===== config.mk =====
export PLATFORM = sky130hd
export DESIGN_NAME = wave_addr_gen
export DESIGN_NICKNAME = d
export VERILOG_FILES = /design/src/rtl/wave_pkg.sv /design/src/rtl/phase_acc.sv /design/src/rtl/wave_addr_gen.sv
export SDC_FILE = /design/constraint.sdc
export NUM_CORES = 1
export LEC_CHECK = 0
export ABC_CLOCK_PERIOD_IN_PS = 2570
export CAP_MARGIN = 20
export CORE_ASPECT_RATIO = 1.75
export CORE_UTILIZATION = 56
export CTS_BUF_LIST = sky130_fd_sc_hd__clkbuf_8
export CTS_CLUSTER_DIAMETER = 40
export DETAILED_ROUTE_END_ITERATION = 6
export MAX_ROUTING_LAYER = met4
export PLACE_DENSITY = 0.87
export REMOVE_ABC_BUFFERS = 1
export SYNTH_ARGS = -nofsm -noshare
export SYNTH_HDL_FRONTEND = slang
export SYNTH_SLANG_ARGS = --single-unit

===== constraint.sdc =====
create_clock -name clk -period 2.57 [get_ports clk]
set_input_delay 0.6425 -clock clk [delete_from_list [all_inputs] [get_ports clk]]
set_output_delay 0.6425 -clock clk [all_outputs]
set_load 0.01 [all_outputs]

===== src/rtl/wave_pkg.sv =====
// Shared defaults and state type for the wavetable address generator.
package wave_pkg;

  localparam int PHASE_W_DEF = 16;
  localparam int ADDR_W_DEF  = 8;
  localparam int DATA_W_DEF  = 8;

  typedef enum logic [1:0] {
    ST_IDLE,
    ST_RUN,
    ST_DRAIN
  } state_e;

endpackage


===== src/rtl/phase_acc.sv =====
// Phase accumulator with carry-out and a free-running 8-bit period counter.
module phase_acc #(
  parameter int PHASE_W = 16
) (
  input  logic               clk,
  input  logic               rst_n,
  input  logic               clear,
  input  logic               step,
  input  logic [PHASE_W-1:0] tw,
  output logic [PHASE_W-1:0] phase,
  output logic               carry,
  output logic [7:0]         periods
);

  logic [PHASE_W-1:0] phase_q, phase_d;
  logic [7:0]         per_q, per_d;
  logic [PHASE_W:0]   sum;

  always_comb begin
    sum     = {1'b0, phase_q} + {1'b0, tw};
    phase_d = phase_q;
    per_d   = per_q;
    if (clear) begin
      phase_d = '0;
      per_d   = '0;
    end else if (step) begin
      phase_d = sum[PHASE_W-1:0];
      if (sum[PHASE_W])
        per_d = per_q + 8'd1;
    end
  end

  always_ff @(posedge clk or negedge rst_n) begin
    if (!rst_n) begin
      phase_q <= '0;
      per_q   <= '0;
    end else begin
      phase_q <= phase_d;
      per_q   <= per_d;
    end
  end

  assign phase   = phase_q;
  assign carry   = sum[PHASE_W];
  assign periods = per_q;

endmodule


===== src/rtl/wave_addr_gen.sv =====
// DDS-style wavetable playback: steps a ROM address by a tuning word and
// streams samples over a valid/ready output for a set number of periods.
module wave_addr_gen
  import wave_pkg::*;
#(
  parameter int PHASE_W = PHASE_W_DEF,
  parameter int ADDR_W  = ADDR_W_DEF,
  parameter int DATA_W  = DATA_W_DEF
) (
  input  logic               clk,
  input  logic               nReset,
  input  logic               start,
  input  logic               stop,
  input  logic [PHASE_W-1:0] tuning_word,
  input  logic [7:0]         n_periods,
  output logic [ADDR_W-1:0]  rom_addr,
  input  logic [DATA_W-1:0]  rom_data,
  output logic [DATA_W-1:0]  sample_out,
  output logic               sample_valid,
  input  logic               sample_ready,
  output logic               busy,
  output logic               done
);

  state_e             state_q, state_d;
  logic [PHASE_W-1:0] tw_q, tw_d;
  logic [7:0]         np_q, np_d;
  logic [DATA_W-1:0]  sample_q, sample_d;
  logic               valid_q, valid_d;
  logic               done_q, done_d;

  logic               clr;
  logic               cap;
  logic               carry;
  logic               last;
  logic [PHASE_W-1:0] phase;
  logic [7:0]         periods;

  phase_acc #(
    .PHASE_W (PHASE_W)
  ) u_acc (
    .clk     (clk),
    .rst_n   (nReset),
    .clear   (clr),
    .step    (cap),
    .tw      (tw_q),
    .phase   (phase),
    .carry   (carry),
    .periods (periods)
  );

  assign cap = (state_q == ST_RUN) && !stop
             && (!valid_q || sample_ready);

  // The sample captured on the wrap that completes the last period ends playback.
  assign last = carry && (np_q != 8'd0)
              && ((periods + 8'd1) == np_q);

  always_comb begin
    state_d  = state_q;
    tw_d     = tw_q;
    np_d     = np_q;
    sample_d = sample_q;
    valid_d  = valid_q;
    done_d   = 1'b0;
    clr      = 1'b0;
    unique case (state_q)
      ST_IDLE: begin
        if (start && !stop) begin
          tw_d    = tuning_word;
          np_d    = n_periods;
          clr     = 1'b1;
          state_d = ST_RUN;
        end
      end
      ST_RUN: begin
        if (stop) begin
          valid_d = 1'b0;
          done_d  = 1'b1;
          state_d = ST_IDLE;
        end else begin
          if (valid_q && sample_ready)
            valid_d = 1'b0;
          if (cap) begin
            sample_d = rom_data;
            valid_d  = 1'b1;
            if (last)
              state_d = ST_DRAIN;
          end
        end
      end
      ST_DRAIN: begin
        if (stop || (valid_q && sample_ready)) begin
          valid_d = 1'b0;
          done_d  = 1'b1;
          state_d = ST_IDLE;
        end
      end
      default: state_d = ST_IDLE;
    endcase
  end

  always_ff @(posedge clk or negedge nReset) begin
    if (!nReset) begin
      state_q  <= ST_IDLE;
      tw_q     <= '0;
      np_q     <= '0;
      sample_q <= '0;
      valid_q  <= 1'b0;
      done_q   <= 1'b0;
    end else begin
      state_q  <= state_d;
      tw_q     <= tw_d;
      np_q     <= np_d;
      sample_q <= sample_d;
      valid_q  <= valid_d;
      done_q   <= done_d;
    end
  end

  assign rom_addr     = phase[PHASE_W-1 -: ADDR_W];
  assign sample_out   = sample_q;
  assign sample_valid = valid_q;
  assign busy         = (state_q != ST_IDLE);
  assign done         = done_q;

endmodule


# After elaboration in Yosys (flattened, before gate mapping)
# Index checks and enable logic that the tools add are counted.
[word_totals] input_bits=37 reg_bits=60 elab_cells=61
[op_classes] bitwise_logic=1 n_mux=21 n_eq_ne=8 n_addsub=2 n_reduce_logical=21
[ops] cell="$mux W16" n=2
[ops] cell="$mux W8" n=3
[ops] cell="$add A16 B16 Y17" n=1
[ops] cell="$mux W2" n=5
[ops] cell="$add A8 B1 Y8 const B" n=1
[ops] cell="$eq A8 B8 Y1" n=1
[ops] cell="$mux W1" n=8
[ops] cell="$reduce_bool A2 Y1" n=4
[ops] cell="$reduce_bool A8 Y1" n=1
[ops] cell="$logic_and A1 B1 Y1" n=6
[ops] cell="$ne A3 B3 Y1 const B" n=2
[ops] cell="$pmux W2 S3" n=1
[ops] cell="$reduce_and A3 Y1" n=2
[ops] cell="$ne A2 B2 Y1 const B" n=2
[ops] cell="$ne A4 B3 Y1 const B" n=1
[ops] cell="$pmux W1 S2" n=2
[ops] cell="$reduce_and A2 Y1" n=2
[ops] cell="$reduce_and A4 Y1" n=1
[ops] cell="$eq A2 B1 Y1 const B" n=1
[ops] cell="$eq A2 B2 Y1 const B" n=1
[ops] cell="$logic_not A1 Y1" n=2
[ops] cell="$logic_not A2 Y1" n=1
[ops] cell="$logic_or A1 B1 Y1" n=2
[ops] cell="$not A1 Y1" n=1

# Logic depth before layout (Yosys ltp)
[logic_depth] depth_word=7 ltp_mapped=8 ltp_nobuf=8

# Cells and area by module
# From an unflattened synthesis, not the netlist that was laid out.
[unflattened] hier_cells=393 hier_area_um2=3578.4
[modules_own_cells] module="phase_acc" seq_area_each_um2=600.6 n_inst=1 cells_per_inst=206 area_per_inst_um2=1813.0
[modules_own_cells] module="wave_addr_gen" seq_area_each_um2=900.9 n_inst=1 cells_per_inst=187 area_per_inst_um2=1765.4

# Least setup slack after synthesis
# Ideal clock, no wire load.
[synth_path] kind="register -> register" from="reg tw_q[0]" to="reg state_q[0]" path_slack_ps=408 t_arrival_ps=2093 path_stages_with_launch=9 required_time_ps=2501 n_path_buf=0 period_less_slack_ps=2162 cell_sequence="dfrtp_1 ha_1 fa_1 a21o_1 a31o_2 o211ai_2 nand2_2 o221a_2 nand3_1"
[synth_between] elab_chain_len=5
[synth_lines] item="start, declared" line="wave_addr_gen.sv:26" rtl="logic [PHASE_W-1:0] tw_q, tw_d;"
[synth_lines] item="start signal, assigned" line="wave_addr_gen.sv:113" rtl="tw_q <= tw_d;"
[synth_lines] item="$add A16 B16 Y17" line="phase_acc.sv:20" rtl="sum = {1'b0, phase_q} + {1'b0, tw};"
[synth_lines] item="$logic_and A1 B1 Y1" line="wave_addr_gen.sv:56" rtl="assign last = carry && (np_q != 8'd0)"
[synth_lines] item="$logic_and A1 B1 Y1" line="wave_addr_gen.sv:57" rtl="&& ((periods + 8'd1) == np_q);"
[synth_lines] item="$ne A3 B3 Y1 (no line)"
[synth_lines] item="$reduce_and A4 Y1 (no line)"
[synth_lines] item="end signal, assigned" line="wave_addr_gen.sv:112" rtl="state_q <= state_d;"
[synth_lines] item="end, declared" line="wave_addr_gen.sv:25" rtl="state_e state_q, state_d;"
# Every way passes these cells.
# A chain may end at the register's enable or synchronous reset.

# Final worst setup path
# Ends and elaborated chain as after synthesis.

==> impl_metrics.env <==
export IMPL_status="finished, final reports clean"
export IMPL_clkLatencyLatePin_ns=0.35
export IMPL_hold_viol_final=0
export IMPL_path_delay_family="compound AO/OA/AOI/OAI gates"
export IMPL_cp_max_fo=7
export IMPL_clkTransAtPathRegs_ns=0.07
export IMPL_htreeDepth=3
export IMPL_synthAdderAreaFrac=0.0794
export IMPL_dp_slack_ns=-0.0208
export IMPL_crit_chain="ha_1 > fa_1 > a21o_1 > a31o_2 > o211ai_2 > nand2_2 > o221a_2 > nand3_1"
export IMPL_rr_endpoint="state_q[0]"
export IMPL_core_um2=6180
export IMPL_power_density_nw_per_um2=1140
export IMPL_cp_start_kind="flop"
export IMPL_synth_async_reset_ratio=1.00
export IMPL_clock_sinks=60
export IMPL_crit_path_end_kind="flop"
export IMPL_path_buf_inv=0
export IMPL_grt_pass1_vias=3201
export IMPL_fillCellCount=492
export IMPL_first_pass_iters=4
export IMPL_peakVddDrop_mv=0.695
export IMPL_fin_tns_setup_ns=0
export IMPL_maxSlewHeadroom=0.474
export IMPL_post_route_min_period_ns=2.40
export IMPL_setup_viol=0
export IMPL_drc_errors=0
export IMPL_clock_skew_ns=0.00724
export IMPL_power_total_mw=4.97
export IMPL_grt_start_max_net_pins=61
export IMPL_synth_mux_area_fraction=0.00281
export IMPL_postRouteAntennaNets=0
export IMPL_cts_buffers=9
export IMPL_synth_edf_count=0
export IMPL_reg2reg_from="tw_q[0]"
export IMPL_power_leakage_nw=2.07
export IMPL_rsz0062_at_grt="false"
export IMPL_reg2regPathDepth=8
export IMPL_overflow=0
export IMPL_vias=3147
export IMPL_crit_type="reg2reg"
export IMPL_place_gp_congestion=0.863
export IMPL_dpl_cell_count=536
export IMPL_synth_compound_gate_area_share=0.170
export IMPL_synth_seq_cells=60
export IMPL_ys_seq_area_frac=0.422
export IMPL_area_growth_pct=22.1
export IMPL_io_buffers=55
export IMPL_drive_gt1_frac=0.0847
export IMPL_avgSynthCellArea_um2=8.64
export IMPL_critPathMaxStageDelay_ns=0.43
export IMPL_fmax_ghz=0.416
export IMPL_cts_tree="yes"
export IMPL_antenna_found_initial=0
export IMPL_wl_mm=8.40
export IMPL_cts_buffer_depth=2
export IMPL_fin_ws_ns=0.168
export IMPL_synth_area_leaders="dfrtp_1 (42%), nand2_1 (13%), ha_1 (7.4%)"
export IMPL_cap_violations=0
export IMPL_dieArea_um2=6690
export IMPL_cp_required_ns=2.86
export IMPL_post_dp_hpwl_mm=5.90
export IMPL_instances_no_fill=552
export IMPL_cts_root_buf="clkbuf_8"
export IMPL_postCtsHoldBufs=0
export IMPL_die_h_um=107
export IMPL_ff2ff_setup_slack_ns=0.17
export IMPL_synth_xor_area_frac=0.0517
export IMPL_n_antenna_cell=0
export IMPL_period_share=0.935
export IMPL_synth_cell_area_um2=3560
export IMPL_ys_types=55
export IMPL_cts_resized=0
export IMPL_yosys_area_share_simple=0.236
export IMPL_worst_hold_path_type="in2async"
export IMPL_hold_ws_ns=0.421
export IMPL_ys_flop_type="dfrtp_1"
export IMPL_cp_slowest_cell="fa_1"
export IMPL_yosysWarnings=0
export IMPL_fp_row_count=38
export IMPL_cts_setup_buffers=0
export IMPL_ios=56
export IMPL_nets=526
export IMPL_crit_arrival_ns=2.69
export IMPL_grt_pass1_wl_mm=14.1
export IMPL_wl_per_cell_um=15.2
export IMPL_grt_use_total=0.280
export IMPL_vias_per_cell=5.70
export IMPL_synthCells=412
export IMPL_worst_pin_slew_ns=0.790
export IMPL_synth_largest_area_cell="dfrtp_1"
export IMPL_die_width_um=62.3
export IMPL_finalMaxSlewViolations=0
export IMPL_start_util=0.576
export IMPL_first_iter_violations=174
export IMPL_synth_top_family_by_area="simple AND/OR/NAND/NOR gates"
export IMPL_yosys_area_top_type_share=0.422
[metal layers]
layer / share of wire / vias up / track usage / wire (µm)
met3: 0.037 / 24 / 0.0625 / 308
met2: 0.53 / 83 / 0.490 / 4470
met1: 0.40 / 1517 / 0.284 / 3340
met5: 0 / - / - / 0
met4: 0.033 / 0 / 0.171 / 280
li1: - / 1523 / - / -
[worst max-delay path by stage]
stage / startpoint / to / depth (start not counted)
global route: u_acc.phase[9] / u_acc.periods[6] / 7
CTS: tw_q[0] / state_q[0] / 8
floorplan: state_q[1] / u_acc.periods[7] / 8
global placement: stop / state_q[0] / 7
finish: tw_q[0] / state_q[0] / 8
detailed placement: stop / state_q[0] / 7
[cells by family after synthesis]
group | Yosys count
buffers and inverters | 28
multiplexers | 1
adder cells (fa/ha/maj) | 22
AO/OA/AOI/OAI | 88
XOR/XNOR | 21
AND/OR/NAND/NOR | 192
flip-flops | 60
[registers in the layout, indices dropped and copies added (netlist names)]
name / cells
sample_valid: 1
state_q: 2
u_acc.phase: 16
np_q: 8
tw_q: 16
u_acc.periods: 8
sample_out: 8
done: 1
[cell usage after synthesis, types with 2 or more instances]
library cell / count
o21a_1: 2
or3_1: 3
and3_1: 3
ha_1: 21
a21oi_2: 2
dfrtp_1: 60
nand2_1: 126
a211oi_1: 4
xor2_1: 5
nand4_1: 7
clkbuf_1: 9
a31o_2: 4
o31ai_1: 3
o21ai_0: 15
a21boi_0: 3
a21o_1: 10
a31oi_1: 3
nor2_1: 17
nor2b_1: 4
a22oi_1: 2
buf_2: 2
buf_1: 2
xnor2_1: 16
nor3_1: 8
nand3_1: 8
nor4_1: 2
inv_1: 7
o211ai_1: 4
and2_1: 5
a21oi_1: 23
buf_4: 8
[layout by cell type (no fill, tap or decap), types with 2 or more instances in the layout]
cell / n
nor2b_1: 4
a21oi_1: 23
a22oi_1: 2
nor4_1: 2
nand2_1: 126
and2_1: 5
nor2_1: 16
a31oi_1: 3
inv_1: 11
o211ai_1: 4
clkdlybuf4s50_1: 54
o31ai_1: 3
xnor2_1: 16
a211oi_1: 4
a21o_1: 10
o21a_1: 2
o21ai_0: 14
clkbuf_8: 10
ha_1: 21
nor3_1: 8
a21boi_0: 3
xor2_1: 5
a21oi_2: 2
buf_4: 9
a31o_2: 4
and3_1: 3
clkinv_2: 2
dfrtp_1: 60
or3_1: 3
nand4_1: 7
nand3_1: 8
[where the power goes]
group / leakage, nW / total [mW] / switching (mW) / internal [mW]
combinational: 1.21 / 2.63 / 1.43 / 1.21
clock: 0.101 / 0.720 / 0.362 / 0.358
sequential: 0.761 / 1.62 / 0.295 / 1.32
total: 2.07 / 4.97 / 2.09 / 2.89
[per-stage QoR]
| step | utilization | cell area (µm²) |
|---|---|---|
| global placement | 0.677 | 4190 |
| CTS | 0.703 | 4350 |
| finish | 0.703 | 4350 |
| global route | 0.703 | 4350 |
| floorplan | - | 3450 |
| detailed placement | 0.677 | 4190 |
[layout make-up]
cell class	count	area, µm²	share of cell area
clock inverter	6	25.0	0.00576
multi-input combinational	324	1920	0.443
tap	80	100	0.0230
timing repair buffer	65	633	0.146
sequential	60	1500	0.345
inverter	7	26.3	0.00604
clock buffer	10	138	0.0317
(Power assumes the default switching activity.)
